--- src/rtl/sprite_row_fetcher_if.sv ---
// Sprite row fetcher bus: request side (start/abort/geometry), memory handshake and status.
// master: the requester/memory side that drives requests and mem_ready.
// slave : the fetcher itself, which produces addresses and status pulses.
interface sprite_row_fetcher_if #(
  parameter int unsigned SIZE_X       = 10,
  parameter int unsigned SIZE_Y       = 9,
  parameter int unsigned SIZE_ADDRESS = 17
);
  logic                    start;
  logic                    abort;
  logic                    mirror_x;
  logic [SIZE_ADDRESS-1:0] base_address;
  logic [SIZE_X-1:0]       sprite_x;
  logic [SIZE_Y-1:0]       sprite_y;
  logic [SIZE_Y-1:0]       pixel_y;
  logic                    mem_ready;
  logic [SIZE_ADDRESS-1:0] memory_address;
  logic                    addr_valid;
  logic [SIZE_X-1:0]       screen_x;
  logic                    busy;
  logic                    count_finished;
  logic                    miss;

  modport master (
    output start, abort, mirror_x, base_address, sprite_x, sprite_y, pixel_y, mem_ready,
    input  memory_address, addr_valid, screen_x, busy, count_finished, miss
  );

  modport slave (
    input  start, abort, mirror_x, base_address, sprite_x, sprite_y, pixel_y, mem_ready,
    output memory_address, addr_valid, screen_x, busy, count_finished, miss
  );
endinterface

--- src/rtl/sprite_row_fetcher.sv ---
// Sprite row fetcher: on start, checks whether the current scan line hits the sprite and, if so,
// walks one sprite row presenting memory addresses (optionally mirrored) with their screen column.
// Ports:
//   clk_pixel - pixel clock, all state on rising edge
//   reset     - asynchronous active-low reset
//   bus       - request inputs, memory handshake (mem_ready) and registered address/status outputs
module sprite_row_fetcher #(
  parameter int unsigned SIZE_X       = 10,
  parameter int unsigned SIZE_Y       = 9,
  parameter int unsigned SIZE_ADDRESS = 17,
  parameter int unsigned SPRITE_W     = 20,
  parameter int unsigned SPRITE_H     = 20
) (
  input logic                 clk_pixel,
  input logic                 reset,
  sprite_row_fetcher_if.slave bus
);

  localparam logic [1:0] StIdle  = 2'd0;
  localparam logic [1:0] StFetch = 2'd1;
  localparam logic [1:0] StDone  = 2'd2;

  localparam int unsigned YExtW = SIZE_Y + 1;

  localparam logic [SIZE_X-1:0]       ColLast   = SIZE_X'(SPRITE_W - 1);
  localparam logic [SIZE_ADDRESS-1:0] RowStride = SIZE_ADDRESS'(SPRITE_W);
  localparam logic [SIZE_ADDRESS-1:0] MirrorOfs = SIZE_ADDRESS'(SPRITE_W - 1);
  localparam logic [SIZE_Y:0]         HeightExt = YExtW'(SPRITE_H);

  logic [1:0]              state_q, state_d;
  logic [SIZE_X-1:0]       col_q, col_d;
  logic                    mirror_q, mirror_d;
  logic [SIZE_ADDRESS-1:0] addr_q, addr_d;
  logic [SIZE_X-1:0]       sx_q, sx_d;
  logic                    valid_q, valid_d;
  logic                    busy_q, busy_d;
  logic                    fin_q, fin_d;
  logic                    miss_q, miss_d;

  // Range check in SIZE_Y+1 bits so sprite_y + SPRITE_H cannot wrap past the top of the screen.
  logic [SIZE_Y:0]         py_ext, sy_ext, sy_end;
  logic                    in_range;
  logic [SIZE_Y-1:0]       row;
  logic [SIZE_ADDRESS-1:0] row_base;

  assign py_ext   = {1'b0, bus.pixel_y};
  assign sy_ext   = {1'b0, bus.sprite_y};
  assign sy_end   = sy_ext + HeightExt;
  assign in_range = (py_ext >= sy_ext) && (py_ext < sy_end);
  assign row      = bus.pixel_y - bus.sprite_y;
  assign row_base = bus.base_address + SIZE_ADDRESS'(row) * RowStride;

  always_comb begin
    state_d  = state_q;
    col_d    = col_q;
    mirror_d = mirror_q;
    addr_d   = addr_q;
    sx_d     = sx_q;
    valid_d  = valid_q;
    busy_d   = busy_q;
    fin_d    = 1'b0;
    miss_d   = 1'b0;
    case (state_q)
      StIdle: begin
        if (bus.start) begin
          if (in_range) begin
            state_d  = StFetch;
            col_d    = '0;
            mirror_d = bus.mirror_x;
            addr_d   = bus.mirror_x ? row_base + MirrorOfs : row_base;
            sx_d     = bus.sprite_x;
            valid_d  = 1'b1;
            busy_d   = 1'b1;
          end else begin
            state_d = StDone;
            valid_d = 1'b0;
            busy_d  = 1'b0;
            fin_d   = 1'b1;
            miss_d  = 1'b1;
          end
        end
      end
      StFetch: begin
        if (bus.abort) begin
          state_d = StIdle;
          valid_d = 1'b0;
          busy_d  = 1'b0;
        end else if (bus.mem_ready) begin
          if (col_q == ColLast) begin
            state_d = StDone;
            valid_d = 1'b0;
            busy_d  = 1'b0;
            fin_d   = 1'b1;
          end else begin
            // Stepping by +/-1 equals row_base + col (or its mirror) modulo 2^SIZE_ADDRESS.
            col_d  = col_q + 1'b1;
            addr_d = mirror_q ? addr_q - 1'b1 : addr_q + 1'b1;
            sx_d   = sx_q + 1'b1;
          end
        end
      end
      StDone: begin
        // The pulse is only one cycle wide; abort here lands in the same place.
        state_d = StIdle;
        valid_d = 1'b0;
        busy_d  = 1'b0;
      end
      default: begin
        state_d = StIdle;
        valid_d = 1'b0;
        busy_d  = 1'b0;
      end
    endcase
  end

  always_ff @(posedge clk_pixel or negedge reset) begin
    if (!reset) begin
      state_q  <= StIdle;
      col_q    <= '0;
      mirror_q <= 1'b0;
      addr_q   <= '0;
      sx_q     <= '0;
      valid_q  <= 1'b0;
      busy_q   <= 1'b0;
      fin_q    <= 1'b0;
      miss_q   <= 1'b0;
    end else begin
      state_q  <= state_d;
      col_q    <= col_d;
      mirror_q <= mirror_d;
      addr_q   <= addr_d;
      sx_q     <= sx_d;
      valid_q  <= valid_d;
      busy_q   <= busy_d;
      fin_q    <= fin_d;
      miss_q   <= miss_d;
    end
  end

  assign bus.memory_address = addr_q;
  assign bus.addr_valid     = valid_q;
  assign bus.screen_x       = sx_q;
  assign bus.busy           = busy_q;
  assign bus.count_finished = fin_q;
  assign bus.miss           = miss_q;

endmodule

--- src/flat_wrapper.sv ---
// flat-port wrapper written by rule: the top's interface ports become plain ports
module sprite_row_fetcher_flat 
#(
  parameter int unsigned SIZE_X       = 10,
  parameter int unsigned SIZE_Y       = 9,
  parameter int unsigned SIZE_ADDRESS = 17,
  parameter int unsigned SPRITE_W     = 20,
  parameter int unsigned SPRITE_H     = 20
)
  (clk_pixel, reset, bus_start, bus_abort, bus_mirror_x, bus_base_address, bus_sprite_x, bus_sprite_y, bus_pixel_y, bus_mem_ready, bus_memory_address, bus_addr_valid, bus_screen_x, bus_busy, bus_count_finished, bus_miss);
  sprite_row_fetcher_if #(.SIZE_X(SIZE_X), .SIZE_Y(SIZE_Y), .SIZE_ADDRESS(SIZE_ADDRESS)) bus_i ();
  input logic clk_pixel;
  input logic reset;
  input wire logic [$bits(bus_i.start)-1:0] bus_start;
  input wire logic [$bits(bus_i.abort)-1:0] bus_abort;
  input wire logic [$bits(bus_i.mirror_x)-1:0] bus_mirror_x;
  input wire logic [$bits(bus_i.base_address)-1:0] bus_base_address;
  input wire logic [$bits(bus_i.sprite_x)-1:0] bus_sprite_x;
  input wire logic [$bits(bus_i.sprite_y)-1:0] bus_sprite_y;
  input wire logic [$bits(bus_i.pixel_y)-1:0] bus_pixel_y;
  input wire logic [$bits(bus_i.mem_ready)-1:0] bus_mem_ready;
  output wire logic [$bits(bus_i.memory_address)-1:0] bus_memory_address;
  output wire logic [$bits(bus_i.addr_valid)-1:0] bus_addr_valid;
  output wire logic [$bits(bus_i.screen_x)-1:0] bus_screen_x;
  output wire logic [$bits(bus_i.busy)-1:0] bus_busy;
  output wire logic [$bits(bus_i.count_finished)-1:0] bus_count_finished;
  output wire logic [$bits(bus_i.miss)-1:0] bus_miss;
  assign bus_i.start = bus_start;
  assign bus_i.abort = bus_abort;
  assign bus_i.mirror_x = bus_mirror_x;
  assign bus_i.base_address = bus_base_address;
  assign bus_i.sprite_x = bus_sprite_x;
  assign bus_i.sprite_y = bus_sprite_y;
  assign bus_i.pixel_y = bus_pixel_y;
  assign bus_i.mem_ready = bus_mem_ready;
  assign bus_memory_address = bus_i.memory_address;
  assign bus_addr_valid = bus_i.addr_valid;
  assign bus_screen_x = bus_i.screen_x;
  assign bus_busy = bus_i.busy;
  assign bus_count_finished = bus_i.count_finished;
  assign bus_miss = bus_i.miss;
  sprite_row_fetcher #(.SIZE_X(SIZE_X), .SIZE_Y(SIZE_Y), .SIZE_ADDRESS(SIZE_ADDRESS), .SPRITE_W(SPRITE_W), .SPRITE_H(SPRITE_H)) u_core (.clk_pixel(clk_pixel), .reset(reset), .bus(bus_i));
endmodule
--- config.mk ---
export PLATFORM = sky130hd
export DESIGN_NAME = sprite_row_fetcher_flat
export DESIGN_NICKNAME = d
export VERILOG_FILES = /design/src/rtl/sprite_row_fetcher_if.sv /design/src/rtl/sprite_row_fetcher.sv /design/src/flat_wrapper.sv
export SDC_FILE = /design/constraint.sdc
export NUM_CORES = 1
export LEC_CHECK = 0
export ABC_CLOCK_PERIOD_IN_PS = 2700
export CAP_MARGIN = 20
export CORE_UTILIZATION = 43
export CTS_CLUSTER_DIAMETER = 40
export DETAILED_ROUTE_END_ITERATION = 16
export PLACE_DENSITY = 0.7
export SYNTH_ARGS = -nofsm -noshare
export SYNTH_HDL_FRONTEND = slang
export SYNTH_SLANG_ARGS = --single-unit
--- constraint.sdc ---
create_clock -name clk_pixel -period 2.7 [get_ports clk_pixel]
set_input_delay 0.81 -clock clk_pixel [delete_from_list [all_inputs] [get_ports clk_pixel]]
set_output_delay 0.81 -clock clk_pixel [all_outputs]
set_load 0.01 [all_outputs]
# After elaboration in Yosys (flattened, before gate mapping)
# Cells that the tools add are included.
# Widths: inputs -> output; s select.
classes:
  n_addsub: 8
  eq_ne: 9
  magnitude_cmp: 2
  n_mux: 39
  n_reduce_logical: 6
  mul: 1
ops:
  columns: ["cell", "n"]
  rows:
  - ["$mux 17", 7]
  - ["$mux 10", 10]
  - ["$pmux 10 s2", 2]
  - ["$pmux 17 s2", 1]
  - ["$add 10x1->10 const B", 2]
  - ["$add 17x1->17 const B", 1]
  - ["$add 17x14->17", 1]
  - ["$add 17x5->17 const B", 1]
  - ["$sub 17x1->17 const B", 1]
  - ["$mul 9x3->12 const B", 1]
  - ["$mux 1", 11]
  - ["$add 9x5->10 const B", 1]
  - ["$eq 10x5->1 const B", 1]
  - ["$lt 9x10->1", 1]
  - ["$mux 2", 5]
  - ["$ge 9x9->1", 1]
  - ["$sub 9x9->9", 1]
  - ["$ne 2x2->1 const B", 4]
  - ["$reduce_and 3->1", 2]
  - ["$reduce_and 6->1", 1]
  - ["$pmux 1 s2", 2]
  - ["$pmux 2 s2", 1]
  - ["$ne 3x2->1 const B", 1]
  - ["$ne 3x3->1 const B", 1]
  - ["other kinds (5)", 5]
totals:
  ff_bits: 43
  elab_cells: 73
  out_inout_bits: 31

# Logic depth before layout (Yosys ltp)
logic_depth:
  depth_word: 8
  mapped_depth: 26
  mapped_depth_nobuf: 26

# Least setup slack after synthesis
# No wires, ideal clock.
synth_timing:
  path_type: "input -> register"
  start: "input bus_pixel_y[0]"
  end: "register u_core.addr_q[16], in the netlist u_core.bus.memory_address[16]"
  setup_slack_ns: -2.758
  setup_ns: 0.129
  stages: 26
  arrival_ns: 5.330
  path_buffers: 0
  path_cell_list: "inv_1 -> ha_1 -> inv_1 -> fa_1 -> a21o_1 -> a21oi_1 -> o21bai_1 -> a21oi_1 -> xnor2_1 -> ha_1 -> ha_1 -> inv_1 -> o21ai_0 -> a21oi_1 -> o21bai_1 -> xor2_1 -> ha_1 -> nand3_1 -> a21oi_1 -> a221o_1 -> a21oi_2 -> xor2_2 -> o31ai_1 -> a31oi_1 -> xor2_1 -> a211oi_2"
synth_between:
  elab_chain_len: 8
  elab_cells_between_ends: 13
  classes_between: "3 x add/sub; 1 x mul; 2 x order compare; 1 x eq/ne; 4 x mux; 2 x reduce/logical"
synth_lines:
  columns: ["element", "line", "source"]
  rows:
  - ["from (decl)", "flat_wrapper.sv:20", "input wire logic [$bits(bus_i.pixel_y)-1:0] bus_pixel_y;"]
  - ["$sub 9x9->9", "sprite_row_fetcher.sv:50", "assign row = bus.pixel_y - bus.sprite_y;"]
  - ["$mul 9x3->12", "sprite_row_fetcher.sv:51", "assign row_base = bus.base_address + SIZE_ADDRESS'(row) * RowStride;"]
  - ["$add 17x14->17", "sprite_row_fetcher.sv:51", null]
  - ["$add 17x5->17", "sprite_row_fetcher.sv:70", "addr_d = bus.mirror_x ? row_base + MirrorOfs : row_base;"]
  - ["$mux 17", "sprite_row_fetcher.sv:70", null]
  - ["$mux 17", "sprite_row_fetcher.sv:66", "if (in_range) begin"]
  - ["$mux 17", "sprite_row_fetcher.sv:65", "if (bus.start) begin"]
  - ["$pmux 17 s2", "sprite_row_fetcher.sv:63", "case (state_q)"]
  - ["to (signal assigned)", "sprite_row_fetcher.sv:131", "addr_q <= addr_d;"]
  - ["to (decl)", "sprite_row_fetcher.sv:33", "logic [SIZE_ADDRESS-1:0] addr_q, addr_d;"]
# Parallel ways exist; a longest one is shown, timed or not. The select of a mux whose other input is x is not followed.
# A chain may end at the register's enable or synchronous reset.

# Final worst setup path
layout_timing:
  start: "input bus_pixel_y[0]"
  end: "register u_core.addr_q[15], in the netlist u_core.bus.memory_address[15]"
# The elaborated chain is that of the path after synthesis.

==> summary.md <==
| Metric | Value |
|---|---|
| Status | `finished, violations left` |
| Failing checks | `setup timing` |
| Port-buffer cells | `81` |
| Final hold vios | `0` |
| DRC | `0` |
| Tcrit/Tclk final | `188%` |
| DR WL/cell | `15.1 um` |
| Setup Skew | `4.08 ps` |
| Fraction of the mapped netlist area in adder cells | `17.0%` |
| Synth unique cells | `68` |
| Worst path slowest cell | `a221o_1` |
| Initial DRC Count | `189` |
| Final setup viols | `42` |
| Root Buffer | `clkbuf_8` |
| Die span in x | `108 um` |
| Cells after Synth | `590` |
| Number of buffers created by CTS | `5` |
| Largest family of logic cells by synthesized area | `compound AO/OA/AOI/OAI gates` |
| First-pass GRT wire length | `22800 um` |
| H-tree depth | `2` |
| Area of placed instances | `7000 sq um` |
| Via/cell ratio | `5.45` |
| Buf/Inv on CP | `5` |
| Worst Path Max Fanout | `4` |
| Most frequent cells in the layout | `buf_4, clkdlybuf4s50_1, ha_1` |
| Post-Synth XOR/XNOR Area | `10.7%` |
| Fin crit period | `5090 ps` |
| Worst Path Arrival | `5280 ps` |
| Synthesized Nets | `704` |
| Critical path depth in cells | `27` |
| Hpwl dp | `10600 um` |
| Setup CP Type | `input pin to flop` |
| Worst Tran Pin Value | `580 ps` |
| Die H | `108 um` |
| Mean Syn Cell Area | `8.13 sq um` |
| PwrDens | `1270 nW/um^2` |
| Commonest non-fill, non-tap cell in the layout | `buf_4` |
| Startpoint types | `input pin` |
| GR Overflow Total | `0` |
| Detail Route Antenna Nets | `0` |
| Compound-Gate Fraction of Synth Area | `26.3%` |
| Max cap viols | `0` |
| Synthesized flop and latch total | `42` |
| Final Instance Area | `7840 sq um` |
| CP dominant cell by count | `a21oi_2` |
| Worst vdd ir | `647 uV` |
| I/O pin count | `82` |
| PnR worst setup slack | `-2390 ps` |
| Initial Utilization | `44.3%` |
| Critical path capture point type | `flop` |
| Fillers | `828` |
| Rows | `38` |
| Reg area | `1050 sq um` |
| Final Max Slew Viols | `0` |
| WL final | `14500 um` |
| Drt first pass iters | `5` |
| P&R area growth vs syn | `63.3%` |
| Worst r2r path cells | `11` |
| Largest net degree at the start of global routing | `43` |
| Post-Synth Simple-Gate Area | `18.3%` |
| Area taken by multi-input logic gates | `4090 sq um` |
| Gpl congestion | `0.853` |
| Mux contribution to synthesized area | `0.886%` |
| Main synth FF type | `dfrtp_1` |
| Clk_lat worst skew | `310 ps` |
| WHS Path Cells | `1` |
| Vias in the first global route | `5201` |
| YS warnings | `0` |
| Post-synth ARST share | `100%` |
| Hold Crit Class | `flop to flop` |
| Seq/Total Area, Yosys | `21.9%` |
| Initial antenna violation count | `0` |
| Critical path's largest stage delay | `380 ps` |
| CTS sink cnt | `42` |
| Post-Syn Area | `4800 sq um` |
| Die area | `11600 sq um` |
| Tot GR Track Use | `24.6%` |
| Worst path top cell family by delay | `compound AO/OA/AOI/OAI gates` |
| Achievable Freq | `197 MHz` |
| # nets final | `932` |
| Leakage | `3.49 nW` |
| RSZ-0062 raised after global routing | `yes` |
| Placed Cells | `922` |
| Inserted Diodes | `0` |
| Routed via count | `5228` |
| Fraction of layout cells with a size suffix above 1 | `35.2%` |
| Finished Layout Cells | `959` |
| Bufs on Longest Clock Path | `2` |
| Core region area | `10800 sq um` |
| Number of synthesized flops with an enable pin | `0` |
| Clock-pin slew on the worst setup and hold paths | `90 ps` |
| Critical Path RT | `2890 ps` |
| TritonCTS clock tree | `yes` |
| Rel. slew slack | `61.3%` |
==> per-layer routing <==
layer  part of all wire [%]  vias to the layer above  track usage, %
met1                     41                     2470            27.5
met5                      0                        -               0
li1                       -                     2596               -
met4                    1.6                        0            7.73
met3                    3.6                       24            2.54
met2                     54                      138            47.9
==> kinds of logic after synthesis <==
family,count (synthesis)
multiplexers,4
AND/OR/NAND/NOR,173
XOR/XNOR,57
AO/OA/AOI/OAI,193
adder cells (fa/ha/maj),63
flip-flops,42
buffers and inverters,58
==> through the flow <==
| stage | hold WS (ps) | TNS, ps | total power, mW | utilization [%] | worst slack (ps) |
|---|---|---|---|---|---|
| floorplan | 449 | -30700 | 5.61 | - | -2350 |
| global placement | 477 | -68630 | 8.02 | 64.6 | -3090 |
| detailed placement | 492 | -69930 | 8.25 | 64.6 | -3190 |
| CTS | 509 | -39100 | 9.71 | 71.0 | -2420 |
| global route | 530 | -45870 | 10.7 | 72.3 | -2620 |
| finish | 508 | -39530 | 9.98 | 72.3 | -2390 |
==> cell usage after synthesis, types with 4 or more instances <==
cell / n / area share (%)
ha_1: 59 / 15
a21oi_1: 53 / 5.5
o21ai_0: 51 / 5.3
nand2_1: 48 / 3.8
dfrtp_1: 42 / 22
inv_1: 40 / 3.1
xnor2_1: 39 / 7.1
nor2_1: 34 / 2.7
nand3_1: 16 / 1.7
xor2_1: 16 / 2.9
nor3_1: 15 / 1.6
nand2b_1: 12 / 1.6
clkbuf_1: 11 / 0.86
a31oi_1: 10 / 1.3
nor2b_1: 10 / 1.3
a21o_1: 9 / 1.4
o211ai_1: 7 / 1.1
o21bai_1: 7 / 1.1
and3_1: 6 / 0.78
nand4_1: 6 / 0.78
o21ai_1: 6 / 0.63
o22ai_1: 6 / 0.78
buf_2: 5 / 0.52
o21a_1: 5 / 0.78
fa_1: 4 / 1.7
nor3b_1: 4 / 0.63
o31ai_1: 4 / 0.63
or2_2: 4 / 0.52
==> state kept, by name, summed over array words and instances, names as in the netlist <==
name	cells
u_core.state_q	1
u_core.col_q	10
u_core.bus.count_finished	1
u_core.bus.addr_valid	1
u_core.mirror_q	1
u_core.bus.memory_address	17
u_core.bus.screen_x	10
u_core.bus.miss	1
==> worst register-to-register path: cells and delay by family, from the launching register on <==
kind            cells  cell delay [ps]
fa+ha+maj           1              330
xor+xnor            1              160
compound gates      4              910
simple gates        3              480
flops               1              440
buf+inv             2              360
==> power breakdown <==
part           leakage [nW]  switching [mW]  total [mW]  internal (mW)
clock network        0.0472           0.239       0.445          0.206
registers             0.526           0.235        1.08          0.850
logic                  2.91            3.95        8.44           4.50
==> timing repair <==
item                                   CTS  global route
resized for setup                      118            16
setup endpoints to repair               42            42
pin swaps                               76            29
hold buffers                             0             0
gates cloned                             4             1
buffers inserted                        21             4
endpoints found under the hold margin    0             0
==> path summary, 6_finish.rpt <==
check | startpoint | end | slack [ps]
max in group asynchronous | reset | u_core.bus.count_finished$_DFF_PN0_ | 1730
worst min-delay path | u_core.col_q[0]$_DFFE_PN0P_ | u_core.col_q[0]$_DFFE_PN0P_ | 510
worst min register to register | u_core.col_q[0]$_DFFE_PN0P_ | u_core.col_q[0]$_DFFE_PN0P_ | 510
worst max-delay path | bus_pixel_y[0] | u_core.bus.memory_address[15]$_DFFE_PN0P_ | -2390
worst max register to register | u_core.mirror_q$_DFFE_PN0P_ | u_core.bus.memory_address[15]$_DFFE_PN0P_ | -80
min in group asynchronous | reset | u_core.bus.memory_address[5]$_DFFE_PN0P_ | 580
==> cell type report <==
cell class / instances / share of cell area, %
Multi-Input combinational cell: 490 / 52.2
Timing Repair Buffer: 239 / 28.7
Sequential cell: 42 / 13.4
Inverter: 40 / 2.27
Tap cell: 140 / 2.24
Clock buffer: 6 / 1.05
Clock inverter: 2 / 0.160
Note: power is estimated with default switching activity, not from simulation.
